==> config.mk <==
export PLATFORM = sky130hd
export DESIGN_NAME = if_stage_flat
export DESIGN_NICKNAME = d
export VERILOG_FILES = /design/src/rtl/if_stage_if.sv /design/src/rtl/if_stage.sv /design/src/flat_wrapper.sv
export SDC_FILE = /design/constraint.sdc
export NUM_CORES = 1
export LEC_CHECK = 0
export BUFFER_PORTS_ARGS = -buffer_cell sky130_fd_sc_hd__buf_4
export CAP_MARGIN = 20
export CORE_MARGIN = 2
export CORE_UTILIZATION = 30
export CTS_CLUSTER_SIZE = 28
export DETAILED_ROUTE_END_ITERATION = 10
export PLACE_DENSITY = 0.52
export SETUP_SLACK_MARGIN = 0.4
export SLEW_MARGIN = 0
export SYNTH_ARGS = -nofsm -noshare
export SYNTH_HDL_FRONTEND = slang
export SYNTH_SLANG_ARGS = --single-unit
export TNS_END_PERCENT = 30
==> constraint.sdc <==
create_clock -name clk_i -period 8.8 [get_ports clk_i]
set_input_delay 0.88 -clock clk_i [delete_from_list [all_inputs] [get_ports clk_i]]
set_output_delay 0.88 -clock clk_i [all_outputs]
set_load 0.005 [all_outputs]
==> src/rtl/if_stage_if.sv <==
// Instruction-memory bus between the fetch stage (master) and instruction memory (slave).
interface if_stage_if;
  logic        instr_req_o;
  logic [31:0] instr_addr_o;
  logic        instr_gnt_i;
  logic        instr_rvalid_i;
  logic [31:0] instr_rdata_i;
  logic        instr_err_i;

  modport master (
    output instr_req_o, instr_addr_o,
    input  instr_gnt_i, instr_rvalid_i, instr_rdata_i, instr_err_i
  );
  modport slave (
    input  instr_req_o, instr_addr_o,
    output instr_gnt_i, instr_rvalid_i, instr_rdata_i, instr_err_i
  );
endinterface

==> src/rtl/if_stage.sv <==
// Instruction fetch stage: up to two outstanding requests, 2-entry response FIFO,
// redirect with stale-response discard, and the IF-ID pipeline register.
module if_stage #(
  parameter logic [31:0] BOOT_ADDR    = 32'h0000_0080,
  parameter logic [31:0] DM_HALT_ADDR = 32'h1A11_0800,
  parameter logic [31:0] DM_EXC_ADDR  = 32'h1A11_0808
) (
  input  logic        clk_i,
  input  logic        rst_i,
  input  logic        req_i,
  input  logic        pc_set_i,
  input  logic [1:0]  pc_mux_i,
  input  logic [1:0]  exc_pc_mux_i,
  input  logic [4:0]  exc_cause_i,
  input  logic [31:0] jump_target_i,
  input  logic [31:0] csr_mtvec_i,
  input  logic [31:0] csr_epc_i,
  if_stage_if.master  bus,
  output logic        instr_valid_id_o,
  output logic [31:0] instr_rdata_id_o,
  output logic        instr_fetch_err_o,
  output logic [31:0] pc_id_o,
  input  logic        id_in_ready_i,
  input  logic        instr_valid_clear_i,
  output logic        if_busy_o
);
  typedef struct packed {
    logic [31:0] rdata;
    logic        err;
    logic [31:0] pc;
  } fetch_t;

  logic [31:0] addr_q, pend_addr, resp_addr;
  logic [31:0] exc_target, raw_target, target;
  logic        held, stale;
  logic [1:0]  outstanding, discard_cnt, discard_nxt, fifo_count, push_pos;
  fetch_t      fifo_q [2];
  fetch_t      resp;
  logic        room, req, gnt, rv, rv_keep, pop_ok, load_fifo, load_byp, push;

  always_comb begin
    case (exc_pc_mux_i)
      2'b00:   exc_target = csr_mtvec_i & 32'hFFFF_FFFC;
      2'b01:   exc_target = (csr_mtvec_i & 32'hFFFF_FFFC) + {25'd0, exc_cause_i, 2'b00};
      2'b10:   exc_target = DM_HALT_ADDR;
      default: exc_target = DM_EXC_ADDR;
    endcase
    case (pc_mux_i)
      2'b00:   raw_target = BOOT_ADDR;
      2'b01:   raw_target = jump_target_i;
      2'b10:   raw_target = exc_target;
      default: raw_target = csr_epc_i;
    endcase
    target = raw_target & 32'hFFFF_FFFC;
  end

  // A raised request stays up until granted, independent of req_i and redirects.
  assign room      = ({1'b0, outstanding} + {1'b0, fifo_count}) < 3'd2;
  assign req       = !rst_i && (held || (req_i && room));
  assign gnt       = req && bus.instr_gnt_i;
  assign rv        = bus.instr_rvalid_i && (outstanding != 2'd0);
  assign rv_keep   = rv && (discard_cnt == 2'd0) && !pc_set_i;
  assign pop_ok    = !pc_set_i && !instr_valid_clear_i && (!instr_valid_id_o || id_in_ready_i);
  assign load_fifo = pop_ok && (fifo_count != 2'd0);
  assign load_byp  = pop_ok && (fifo_count == 2'd0) && rv_keep;
  assign push      = rv_keep && !load_byp;
  assign push_pos  = fifo_count - {1'b0, load_fifo};
  assign resp      = {bus.instr_rdata_i, bus.instr_err_i, resp_addr};

  assign bus.instr_req_o  = req;
  assign bus.instr_addr_o = addr_q;
  assign if_busy_o        = req || (outstanding != 2'd0);

  // On redirect every response still owed is stale; a stale held request adds one when granted.
  always_comb begin
    if (pc_set_i)
      discard_nxt = outstanding + {1'b0, gnt} - {1'b0, rv};
    else
      discard_nxt = discard_cnt - {1'b0, rv && (discard_cnt != 2'd0)} + {1'b0, gnt && stale};
  end

  always_ff @(posedge clk_i or posedge rst_i) begin
    if (rst_i) begin
      addr_q      <= BOOT_ADDR;
      pend_addr   <= BOOT_ADDR;
      resp_addr   <= BOOT_ADDR;
      held        <= 1'b0;
      stale       <= 1'b0;
      outstanding <= 2'd0;
      discard_cnt <= 2'd0;
    end else begin
      held        <= req && !bus.instr_gnt_i;
      outstanding <= outstanding + {1'b0, gnt} - {1'b0, rv};
      discard_cnt <= discard_nxt;
      if (gnt) begin
        stale  <= 1'b0;
        addr_q <= pc_set_i ? target : (stale ? pend_addr : addr_q + 32'd4);
      end else if (pc_set_i) begin
        if (req) begin
          stale     <= 1'b1;
          pend_addr <= target;
        end else begin
          addr_q <= target;
        end
      end
      if (pc_set_i)
        resp_addr <= target;
      else if (rv_keep)
        resp_addr <= resp_addr + 32'd4;
    end
  end

  always_ff @(posedge clk_i or posedge rst_i) begin
    if (rst_i) begin
      fifo_count <= 2'd0;
      for (int i = 0; i < 2; i++) fifo_q[i] <= '0;
    end else if (pc_set_i) begin
      fifo_count <= 2'd0;
    end else begin
      if (load_fifo) fifo_q[0] <= fifo_q[1];
      if (push) fifo_q[push_pos[0]] <= resp;
      fifo_count <= fifo_count - {1'b0, load_fifo} + {1'b0, push};
    end
  end

  always_ff @(posedge clk_i or posedge rst_i) begin
    if (rst_i) begin
      instr_valid_id_o  <= 1'b0;
      instr_rdata_id_o  <= 32'd0;
      instr_fetch_err_o <= 1'b0;
      pc_id_o           <= 32'd0;
    end else if (pc_set_i || instr_valid_clear_i) begin
      instr_valid_id_o <= 1'b0;
    end else if (load_fifo) begin
      instr_valid_id_o <= 1'b1;
      {instr_rdata_id_o, instr_fetch_err_o, pc_id_o} <= fifo_q[0];
    end else if (load_byp) begin
      instr_valid_id_o <= 1'b1;
      {instr_rdata_id_o, instr_fetch_err_o, pc_id_o} <= resp;
    end else if (id_in_ready_i) begin
      instr_valid_id_o <= 1'b0;
    end
  end
endmodule

==> src/flat_wrapper.sv <==
// flat-port wrapper written by rule: the top's interface ports become plain ports
module if_stage_flat 
#(
  parameter logic [31:0] BOOT_ADDR    = 32'h0000_0080,
  parameter logic [31:0] DM_HALT_ADDR = 32'h1A11_0800,
  parameter logic [31:0] DM_EXC_ADDR  = 32'h1A11_0808
)
  (clk_i, rst_i, req_i, pc_set_i, pc_mux_i, exc_pc_mux_i, exc_cause_i, jump_target_i, csr_mtvec_i, csr_epc_i, instr_valid_id_o, instr_rdata_id_o, instr_fetch_err_o, pc_id_o, id_in_ready_i, instr_valid_clear_i, if_busy_o, bus_instr_req_o, bus_instr_addr_o, bus_instr_gnt_i, bus_instr_rvalid_i, bus_instr_rdata_i, bus_instr_err_i);
  if_stage_if bus_i ();
  input  logic clk_i;
  input  logic rst_i;
  input  logic req_i;
  input  logic pc_set_i;
  input  logic [1:0] pc_mux_i;
  input  logic [1:0] exc_pc_mux_i;
  input  logic [4:0] exc_cause_i;
  input  logic [31:0] jump_target_i;
  input  logic [31:0] csr_mtvec_i;
  input  logic [31:0] csr_epc_i;
  output logic instr_valid_id_o;
  output logic [31:0] instr_rdata_id_o;
  output logic instr_fetch_err_o;
  output logic [31:0] pc_id_o;
  input  logic id_in_ready_i;
  input  logic instr_valid_clear_i;
  output logic if_busy_o;
  output wire logic [$bits(bus_i.instr_req_o)-1:0] bus_instr_req_o;
  output wire logic [$bits(bus_i.instr_addr_o)-1:0] bus_instr_addr_o;
  input wire logic [$bits(bus_i.instr_gnt_i)-1:0] bus_instr_gnt_i;
  input wire logic [$bits(bus_i.instr_rvalid_i)-1:0] bus_instr_rvalid_i;
  input wire logic [$bits(bus_i.instr_rdata_i)-1:0] bus_instr_rdata_i;
  input wire logic [$bits(bus_i.instr_err_i)-1:0] bus_instr_err_i;
  assign bus_instr_req_o = bus_i.instr_req_o;
  assign bus_instr_addr_o = bus_i.instr_addr_o;
  assign bus_i.instr_gnt_i = bus_instr_gnt_i;
  assign bus_i.instr_rvalid_i = bus_instr_rvalid_i;
  assign bus_i.instr_rdata_i = bus_instr_rdata_i;
  assign bus_i.instr_err_i = bus_instr_err_i;
  if_stage #(.BOOT_ADDR(BOOT_ADDR), .DM_HALT_ADDR(DM_HALT_ADDR), .DM_EXC_ADDR(DM_EXC_ADDR)) u_core (.clk_i(clk_i), .rst_i(rst_i), .req_i(req_i), .pc_set_i(pc_set_i), .pc_mux_i(pc_mux_i), .exc_pc_mux_i(exc_pc_mux_i), .exc_cause_i(exc_cause_i), .jump_target_i(jump_target_i), .csr_mtvec_i(csr_mtvec_i), .csr_epc_i(csr_epc_i), .bus(bus_i), .instr_valid_id_o(instr_valid_id_o), .instr_rdata_id_o(instr_rdata_id_o), .instr_fetch_err_o(instr_fetch_err_o), .pc_id_o(pc_id_o), .id_in_ready_i(id_in_ready_i), .instr_valid_clear_i(instr_valid_clear_i), .if_busy_o(if_busy_o));
endmodule
==> results of run 1 <==
-- report_power, final --
part           switching (mW)  internal, mW  leakage, nW
sequential              0.376          1.86         3.62
combinational           0.739         0.743         4.18
clock                   0.564         0.834        0.544
-- cell type report --
class                   instances  area share [%]
multi-input cells            1258           39.59
flip-flops and latches        292           38.97
repair buffers                256           10.34
clock buffers                  54           5.702
well taps                     672           4.482
inverters                      33          0.6936
clock inverters                 7          0.2134
diodes                          1         0.01334
-- cell families after synthesis --
logic type	Yosys count	share of synthesized area, %
AND/OR/NAND/NOR	689	19.35
AO/OA/AOI/OAI	372	15.70
flip-flops	292	47.84
buffers and inverters	151	3.840
multiplexers	107	7.745
XOR/XNOR	73	4.184
adder cells (fa/ha/maj)	15	1.326
other	1	0.02454
-- worst max-delay path: stages --
cell and delay [ns]:
buf_4 0.30, or3_1 0.50, or2_4 0.46, inv_4 0.40, ha_1 0.39, nand2_4 0.33
buf_4 0.80, a31oi_1 0.18
-- cells in the final DEF, fill, tap and decap left out, types with 30 or more instances in the layout --
master and count:
nand3_1 43, a31oi_1 135, mux2_2 86, inv_1 30
nand2_1 347, a21oi_1 47, buf_4 254, xnor2_1 46
dfrtp_1 289, nor2_1 193, o21ai_0 69, clkbuf_16 37
-- flip-flops by register name (all words and copies together) (netlist names) --
| signal | count |
|---|---|
| u_core.pend_addr | 30 |
| u_core.discard_cnt | 2 |
| u_core.outstanding | 2 |
| u_core.resp_addr | 30 |
| u_core.fifo_q | 128 |
| u_core.fifo_count | 2 |
| u_core.instr_fetch_err_o | 1 |
| u_core.instr_valid_id_o | 1 |
| u_core.pc_id_o | 32 |
| u_core.held | 1 |
| u_core.bus.instr_addr_o | 30 |
| u_core.stale | 1 |
| u_core.instr_rdata_id_o | 32 |
-- through the flow --
step / power, mW / cell area [sq um]
2_1_floorplan: 3.039 / 15290
3_3_place_gp: 3.709 / 17620
3_5_place_dp: 3.759 / 17620
4_1_cts: 5.187 / 18730
5_1_grt: 5.493 / 18760
6_report: 5.118 / 18760
-- metal layers --
layer | global-route usage [%] | routed length (um)
met1 | 25.11 | 21590
met2 | 27.32 | 20800
met3 | 4.167 | 3934
met4 | 3.609 | 650
met5 | 0 | 10
-- how the worst max path moves through the flow --
| stage | startpoint | end | slack (ns) | cells past startpoint |
|---|---|---|---|---|
| 2_1_floorplan | rst_i | if_busy_o | 0.99 | 4 |
| 3_3_place_gp | pc_set_i | u_core.fifo_q[124]$_DFFE_PP0N_ | 4.20 | 8 |
| 3_5_place_dp | pc_set_i | u_core.fifo_q[70]$_DFFE_PP0N_ | 4.14 | 8 |
| 4_1_cts | pc_set_i | u_core.fifo_q[124]$_DFFE_PP0N_ | 4.68 | 8 |
| 5_1_grt | pc_set_i | u_core.fifo_q[75]$_DFFE_PP0N_ | 4.40 | 9 |
| 6_report | pc_set_i | u_core.fifo_q[124]$_DFFE_PP0N_ | 4.76 | 8 |
==> summary.md, run 1 <==
| Metric | Value |
|---|---|
| Slew Viols, Final | 0 |
| Largest cells by area after synthesis | dfrtp_1, nand2_1, mux2_2 |
| Critical R2R Launch | u_core.instr_valid_id_o$_DFFE_PP0P_ |
| Tcrit/Tclk final | between 40% and 50% |
| Critical path capture point type | register |
| Worst-margin pin slew | just over 1 ns |
| Post-route ant nets | 0 |
| Dpl ws | just over 4 ns |
| Clock Pin Slew Worst Setup and Hold Paths | 0.06 ns |
| Area leader, netlist | dfrtp_1 |
| Die Ht | between 200 and 250 um |
| Pwr Density | between 200 and 300 nW/um^2 |
| PortBufs | 237 |
| Number of synthesized flops with an enable pin | 0 |
| # rows | 82 |
| Post-synthesis async set-or-reset flop share | between 90% and 100% |
| Sequential-to-total area share from yosys stat | 47.84% |
| Drt drc | 0 |
| Nature of the critical path startpoint | primary input |
| Number of distinct library cells after synthesis | 75 |
| Num CTS Buffers | 34 |
| Root buffer cell | clkbuf_16 |
| Worst skew pair latency | 0.53 ns |
| Clk buf depth | 3 |
| Via/cell ratio | a little over 5 |
| Post-Synthesis Cells | between 1500 and 2000 |
| Effective utilization at floorplan | a little under a third |
| Capturing point of the worst reg2reg path | u_core.fifo_q[124]$_DFFE_PP0N_ |
| Status | finished, final reports clean |
| Total wire length | about 47000 um |
| Fillcell total | ~5000 |
| Die X | 229.7 um |
| Vias in the first global route | approximately 13000 |
| Die ar. | approximately 53000 sq um |
| Leak | ~8.3 nW |
| WHS | between 0.3 and 0.4 ns |
| Register area | ~7300 sq um |
| H-tree levels | 2 |
| Area of the multi-input gates | about 7400 sq um |
| Worst setup margin | about 4.8 ns |
| Post-Layout Cell Count | roughly 2600 |
| Area share of the largest cell type after synthesis | 47.32% |
| Post-cts sizing count | 0 |
| F_max | ~0.25 GHz |
| Gr usage total | between 10% and 20% |
| Post-synthesis register bit count | about 290 |
| Core ar. | 50270 sq um |
| Count leader, synth | nand2_1 |
| 1st-pass router iterations | 5 |
| Post-synth top flop | dfrtp_1 |
| TritonCTS clock tree | built |
| Layout cells sized above 1 | between 20% and 30% |
| Worst path arrival time | ~4.4 ns |
| Antenna violations before repair | 2 |
| Finished Core Util | ~37% |
| Setup Skew | roughly 0.023 ns |
| Grt ovf | 0 |
| Fin Setup TNS | 0 ns |
| Peak VDD IR | 0.1208 mV |
| WS Path Type | primary input to register |
| Placed insts | 2509 |
| Largest net degree at the start of global routing | 99 |
| RSZ-0062 raised after global routing | no |
| Final nets | just over 2000 |
| Hpwl dp | 32570 um |
| Yosys warns | 0 |
| Req. time, crit path | ~9.1 ns |
| Reg2Reg Depth | 8 |
| Routability cong. | ~0.85 |
| Mean post-synth cell area | around 9 sq um |
| # setup viols final | 0 |
| Max-Cap Viols | 0 |
| Drt initial violations | around 1200 |
| Clock sink count | just under 300 |
| CP max FO | 94 |
| Wirelength per Cell | 18.26 um |
| Mapped Area | roughly 15000 sq um |
| Tmin final | ~4.0 ns |
| Hold-fix buffers, CTS | 0 |
| Final hold vios | 0 |
| Slew margin rel. | between 30% and 40% |
| Synth top cells by count | nand2_1, dfrtp_1, nor2_1, a31oi_1, clkbuf_1 |
| Hold Crit Class | primary input to async pin |
| R2R Setup Slk | between 5 and 6 ns |
| IO Count | approximately 250 |
| Postcts setup bufs | 0 |
| First-pass GRT wire length | 74200 um |
| Via Count | roughly 13000 |
| Layout area overhead | 22.76% |
(Power assumes the default switching activity.)
==> run 2: changes to the inputs <==
- clock period: 8.8 -> 3.6 ns (I/O delays scaled with it)
==> summary.md, run 2 (synthesis results as in run 1) <==
| Metric | Value |
|---|---|
| Status | finished, final reports clean |
| Tmin final | roughly 3.1 ns |
| Highest-count cells in the layout ignoring fill and taps | nand2_1, dfrtp_1, buf_4 |
| CP max stage delay | between 0.5 and 0.6 ns |
| TritonCTS clock tree | built |
| Clock Pin Slew Worst Setup and Hold Paths | approximately 0.050 ns |
| Gr usage total | a little under a fifth |
| Max-Cap Viols | 0 |
| Pwr Density | roughly 670 nW/um^2 |
| Req. time, crit path | 3.24 ns |
| PortBufs | around 240 |
| Drt initial violations | 1069 |
| Fillcell total | around 5100 |
| Crit path cell chain | inv_1 -> nor2_1 -> fa_1 -> nor3b_1 -> o21ai_2 -> clkinv_2 -> or3_1 -> buf_4 |
| Peak VDD IR | 0.2664 mV |
| Hold Crit Class | primary input to register |
| Largest Register | u_core.fifo_q |
| Antenna violations before repair | 1 |
| Layout cells sized above 1 | about a quarter |
| Die Ht | between 200 and 250 um |
| # setup viols final | 0 |
| Worst setup margin | around 0.52 ns |
| Worst skew pair latency | between 0.5 and 0.6 ns |
| Grt ovf | 0 |
| Antenna diodes | 0 |
| Via Count | about 13000 |
| Drt drc | 0 |
| Crit path buf inv count | 3 |
| Slew margin rel. | 34.60% |
| Die X | 229.7 um |
| Total wire length | 47850 um |
| F_max | approximately 0.32 GHz |
| Fin Setup TNS | 0 ns |
| Max FFs per register | between 100 and 150 |
| CP max FO | 9 |
| Tcrit/Tclk final | ~86% |
| Layout area overhead | 25.85% |
| Postcts setup bufs | 0 |
| First-pass GRT wire length | about 76000 um |
| Most common cell after layout, fill and taps aside | nand2_1 |
| Worst path arrival time | 2.72 ns |
| Wirelength per Cell | between 15 and 20 um |
| Slew Viols, Final | 0 |
| H-tree levels | 2 |
| Final hold vios | 0 |
| Setup Skew | 0.02000 ns |
| Hold path startpoint | bus_instr_rdata_i[1] |
| Family with the most delay on the worst path | simple AND/OR/NAND/NOR gates |
| Hpwl dp | 33890 um |
| WS Path Type | register to output pin |
| Final nets | 2066 |
| Area of the multi-input gates | ~7500 sq um |
| Die ar. | 52760 sq um |
| Regs by FF count | u_core.fifo_q: 128 flops, u_core.instr_rdata_id_o: 32 flops, u_core.pc_id_o: 32 flops |
| Clock sink count | between 200 and 300 |
| Slowest stage cell, crit path | fa_1 |
| Vias in the first global route | between 10000 and 15000 |
| # rows | 82 |
| Effective utilization at floorplan | between 30% and 40% |
| Critical path capture point type | output pin |
| Root buffer cell | clkbuf_16 |
| Via/cell ratio | slightly above 5 |
| Critical R2R Launch | u_core.fifo_count[0]$_DFF_PP0_ |
| RSZ-0062 raised after global routing | yes |
| Post-route ant nets | 0 |
| IO Count | roughly 250 |
| Nature of the critical path startpoint | register |
| Num CTS Buffers | 37 |
| Worst-margin pin slew | approximately 0.98 ns |
| Largest net degree at the start of global routing | 160 |
| Dpl ws | approximately 0.54 ns |
| 1st-pass router iterations | 5 |
| Crit. Startpoint | u_core.fifo_count[0]$_DFF_PP0_ |
| Clk buf depth | 3 |
| Register area | roughly 7300 sq um |
| Core ar. | 50270 sq um |
| Leak | 8.571 nW |
| Routability cong. | approximately 0.88 |
==> run 2: cell count changes in the layout (fill, tap and decap cells not counted), sizes merged <==
cell,change
buf,+26
inv,+2
diode,-1
dlygate4sd3,+2
bufinv,+2
clkinv,+2
clkbuf,-3
clkinvlp,-1
==> run 2: worst paths after layout <==
| check | to | slack [ns] | cells after the start |
|---|---|---|---|
| worst max register to register | u_core.pend_addr[11]$_DFFE_PP0P_ | 0.62 | 11 |
| worst max-delay path | if_busy_o | 0.52 | 8 |
| worst min register to register | u_core.pc_id_o[0]$_DFFE_PP0P_ | 0.47 | 2 |
| max in group asynchronous | u_core.fifo_q[24]$_DFFE_PP0P_ | 1.22 | 5 |
| min in group asynchronous | u_core.held$_DFF_PP0_ | 0.34 | 3 |
| worst min-delay path | u_core.fifo_q[34]$_DFFE_PP0P_ | 0.06 | 2 |
==> run 2: stage by stage <==
| stage | util, % | cell area, sq um | hold slack, ns | instances | total power [mW] |
|---|---|---|---|---|---|
| global route | 38.26 | 19230 | 0.03303 | 2602 | 13.85 |
| floorplan | - | 15400 | 0.4308 | 1701 | 7.485 |
| finish | 38.26 | 19230 | 0.06172 | 2602 | 12.97 |
| CTS | 38.25 | 19230 | 0.02218 | 2602 | 13.14 |
| global placement | 35.76 | 17980 | 0.3622 | 2536 | 9.219 |
| detailed placement | 35.76 | 17980 | 0.3631 | 2536 | 9.330 |
==> run 2: per-layer routing <==
metal | GRT usage [%] | vias to the layer above | wire length [um]
li1 | - | 6385 | -
met1 | 25.71 | 6517 | 22360
met2 | 27.85 | 421 | 21330
met3 | 3.497 | 62 | 2812
met4 | 5.363 | 0 | 1341
met5 | 0 | - | 0
==> run 2: report_power, final <==
group,switching (mW),internal [mW]
clock,1.47,2.25
combinational,1.85,1.89
sequential,0.953,4.55
==> run 2: worst reg2reg max path, stage by stage, from the launching register on <==
cell and delay, ns:
dfrtp_1 0.36, inv_1 0.08, nor2_1 0.14, fa_1 0.45, nor3b_1 0.43, o21ai_2 0.18
clkinv_2 0.17, nand3_2 0.44, buf_4 0.37, nor2_2 0.10, o21ai_1 0.07, o211ai_1 0.09
==> run 2: cell type report <==
type | instances | area share, %
inverters | 33 | 0.6831
repair buffers | 283 | 11.59
clock inverters | 12 | 0.7417
clock buffers | 52 | 5.634
multi-input cells | 1258 | 38.96
flip-flops and latches | 292 | 38.01
well taps | 672 | 4.372
==> run 2: repair_timing <==
item | in CTS | in global routing
hold buffers | 2 | 0
gates resized for setup | 1 | 1
endpoints found under the setup margin | 1 | 8
endpoints found under the hold margin | 11 | 0
==> run 3: changes to the inputs <==
- CTS_BUF_LIST: not set -> sky130_fd_sc_hd__clkbuf_4 sky130_fd_sc_hd__clkbuf_8 sky130_fd_sc_hd__clkbuf_16
==> summary.md, run 3 (synthesis results as in run 1) <==
| Metric | Value |
|---|---|
| Status | finished, final reports clean |
| DR WL met3 | between 2000 and 3000 um |
| WS Path Type | register to output pin |
| Slew Viols, Final | 0 |
| Via Count | between 10000 and 15000 |
| RSZ-0062 raised after global routing | yes |
| Largest net degree at the start of global routing | 160 |
| Pwr Density | approximately 680 nW/um^2 |
| Req. time, crit path | ~3.2 ns |
| Worst setup margin | roughly 0.52 ns |
| Slew margin rel. | between 30% and 40% |
| Post-route ant nets | 0 |
| Die X | between 200 and 250 um |
| TritonCTS clock tree | built |
| Effective utilization at floorplan | between 30% and 40% |
| Dpl ws | ~0.54 ns |
| Via/cell ratio | 5.148 |
| Hold path startpoint | bus_instr_rdata_i[1] |
| Peak VDD IR | roughly 0.27 mV |
| Vias in the first global route | 12900 |
| # rows | just over 80 |
| Highest-count cells in the layout ignoring fill and taps | nand2_1, dfrtp_1, buf_4 |
| H-tree levels | 2 |
| Reg2Reg Depth | 11 |
| Final hold vios | 0 |
| Routability cong. | roughly 0.88 |
| Antenna diodes | 0 |
| Hold path depth | 2 |
| 1st-pass router iterations | 6 |
| Clock sink count | roughly 290 |
| Tmin final | around 3 ns |
| Post-Layout Cell Count | between 2000 and 3000 |
| Nature of the critical path startpoint | register |
| Design area | approximately 19000 sq um |
| Worst path arrival time | 2.72 ns |
| Num CTS Buffers | 37 |
| Drt initial violations | between 1000 and 1500 |
| Finished Core Util | about two fifths |
| Clock Pin Slew Worst Setup and Hold Paths | 0.05 ns |
| Worst skew pair latency | ~0.55 ns |
| Drt drc | 0 |
| Layout area overhead | 25.99% |
| Layout cells sized above 1 | about a quarter |
| F_max | ~0.33 GHz |
| Most common cell after layout, fill and taps aside | nand2_1 |
| Critical path capture point type | output pin |
| Wirelength per Cell | roughly 18 um |
| Die Ht | 229.7 um |
| Largest Register | u_core.fifo_q |
| Wl on met1 | 22330 um |
| Die ar. | roughly 53000 sq um |
| Hpwl dp | about 34000 um |
| Worst hold endpoint | u_core.fifo_q[34]$_DFFE_PP0P_ |
| Grt ovf | 0 |
| Hold Crit Class | primary input to register |
| PortBufs | between 200 and 250 |
| Clk buf depth | 3 |
| Max Used Layer | met4 |
| Tcrit/Tclk final | 85.47% |
| Placed insts | roughly 2500 |
| Total wire length | around 48000 um |
| Placed cell area | 17980 sq um |
| Setup Skew | 0.01874 ns |
| Worst-margin pin slew | 0.9579 ns |
| Root buffer cell | clkbuf_16 |
| IO Count | approximately 250 |
| # setup viols final | 0 |
| Leak | ~8.6 nW |
| Critical R2R Launch | u_core.fifo_count[0]$_DFF_PP0_ |
| Regs by FF count | u_core.fifo_q: 128 flops, u_core.instr_rdata_id_o: 32 flops, u_core.pc_id_o: 32 flops |
| First-pass GRT wire length | 75720 um |
| R2R Setup Slk | approximately 0.62 ns |
| Capturing point of the worst reg2reg path | u_core.pend_addr[11]$_DFFE_PP0P_ |
| CP max FO | 9 |
| Final nets | between 2000 and 2500 |
| Max-Cap Viols | 0 |
| Core ar. | 50270 sq um |
| Fin Setup TNS | 0 ns |
| Met2 wire len | ~21000 um |
| Max FFs per register | 128 |
| Antenna violations before repair | 1 |
| Gr usage total | 18.09% |
[run 3: area by class of cell]
| class | count | area (sq um) |
|---|---|---|
| clock buffer | 52 | 1106 |
| clock inverter | 12 | 142.6 |
| fill | 5048 | 31020 |
| inverter | 33 | 131.4 |
| multi-input combinational | 1258 | 7493 |
| sequential | 292 | 7311 |
| tap | 672 | 840.8 |
| timing repair buffer | 283 | 2230 |
[run 3: timing repair]
item / CTS / global route
endpoints found under the hold margin: 11 / 0
hold buffers: 2 / 0
gates resized for setup: 1 / 1
setup endpoints to repair: 1 / 8
pin swaps: 0 / 0
buffers inserted: 0 / 0
[run 3: worst max-delay path by stage]
stage	startpoint	end	slack [ns]	cells past startpoint
floorplan	rst_i	if_busy_o	-3.10	4
global placement	u_core.fifo_count[0]$_DFF_PP0_	u_core.bus.instr_addr_o[17]$_DFFE_PP0P_	0.60	9
detailed placement	u_core.fifo_count[0]$_DFF_PP0_	u_core.bus.instr_addr_o[17]$_DFFE_PP0P_	0.54	9
CTS	u_core.fifo_count[0]$_DFF_PP0_	if_busy_o	0.50	8
global route	u_core.fifo_count[0]$_DFF_PP0_	if_busy_o	0.37	8
finish	u_core.fifo_count[0]$_DFF_PP0_	if_busy_o	0.52	8
[run 3: metrics by stage]
step / hold slack (ns) / total power [mW]
after floorplan: 0.4308 / 7.485
after global placement: 0.3622 / 9.219
after detailed placement: 0.3631 / 9.330
after CTS: 0.02218 / 13.19
after global routing: 0.03303 / 13.90
final: 0.06296 / 13.01
[run 3: critical path, cell delays in order, from the launching register on]
cell	delay, ns
dfrtp_1	0.39
inv_1	0.11
nor2_1	0.07
fa_1	0.51
nor3b_1	0.09
o21ai_2	0.27
clkinv_2	0.23
or3_1	0.35
buf_4	0.15
[run 3: power breakdown]
part,leakage [nW],switching [mW],internal [mW]
Combinational,4.35,1.84,1.89
Sequential,3.62,0.953,4.55
Clock,0.626,1.47,2.30
[run 3: metal layers]
metal,GRT usage (%),up-vias
met5,0,-
met4,5.363,0
met3,3.497,66
met2,27.82,420
met1,25.76,6520
li1,-,6389
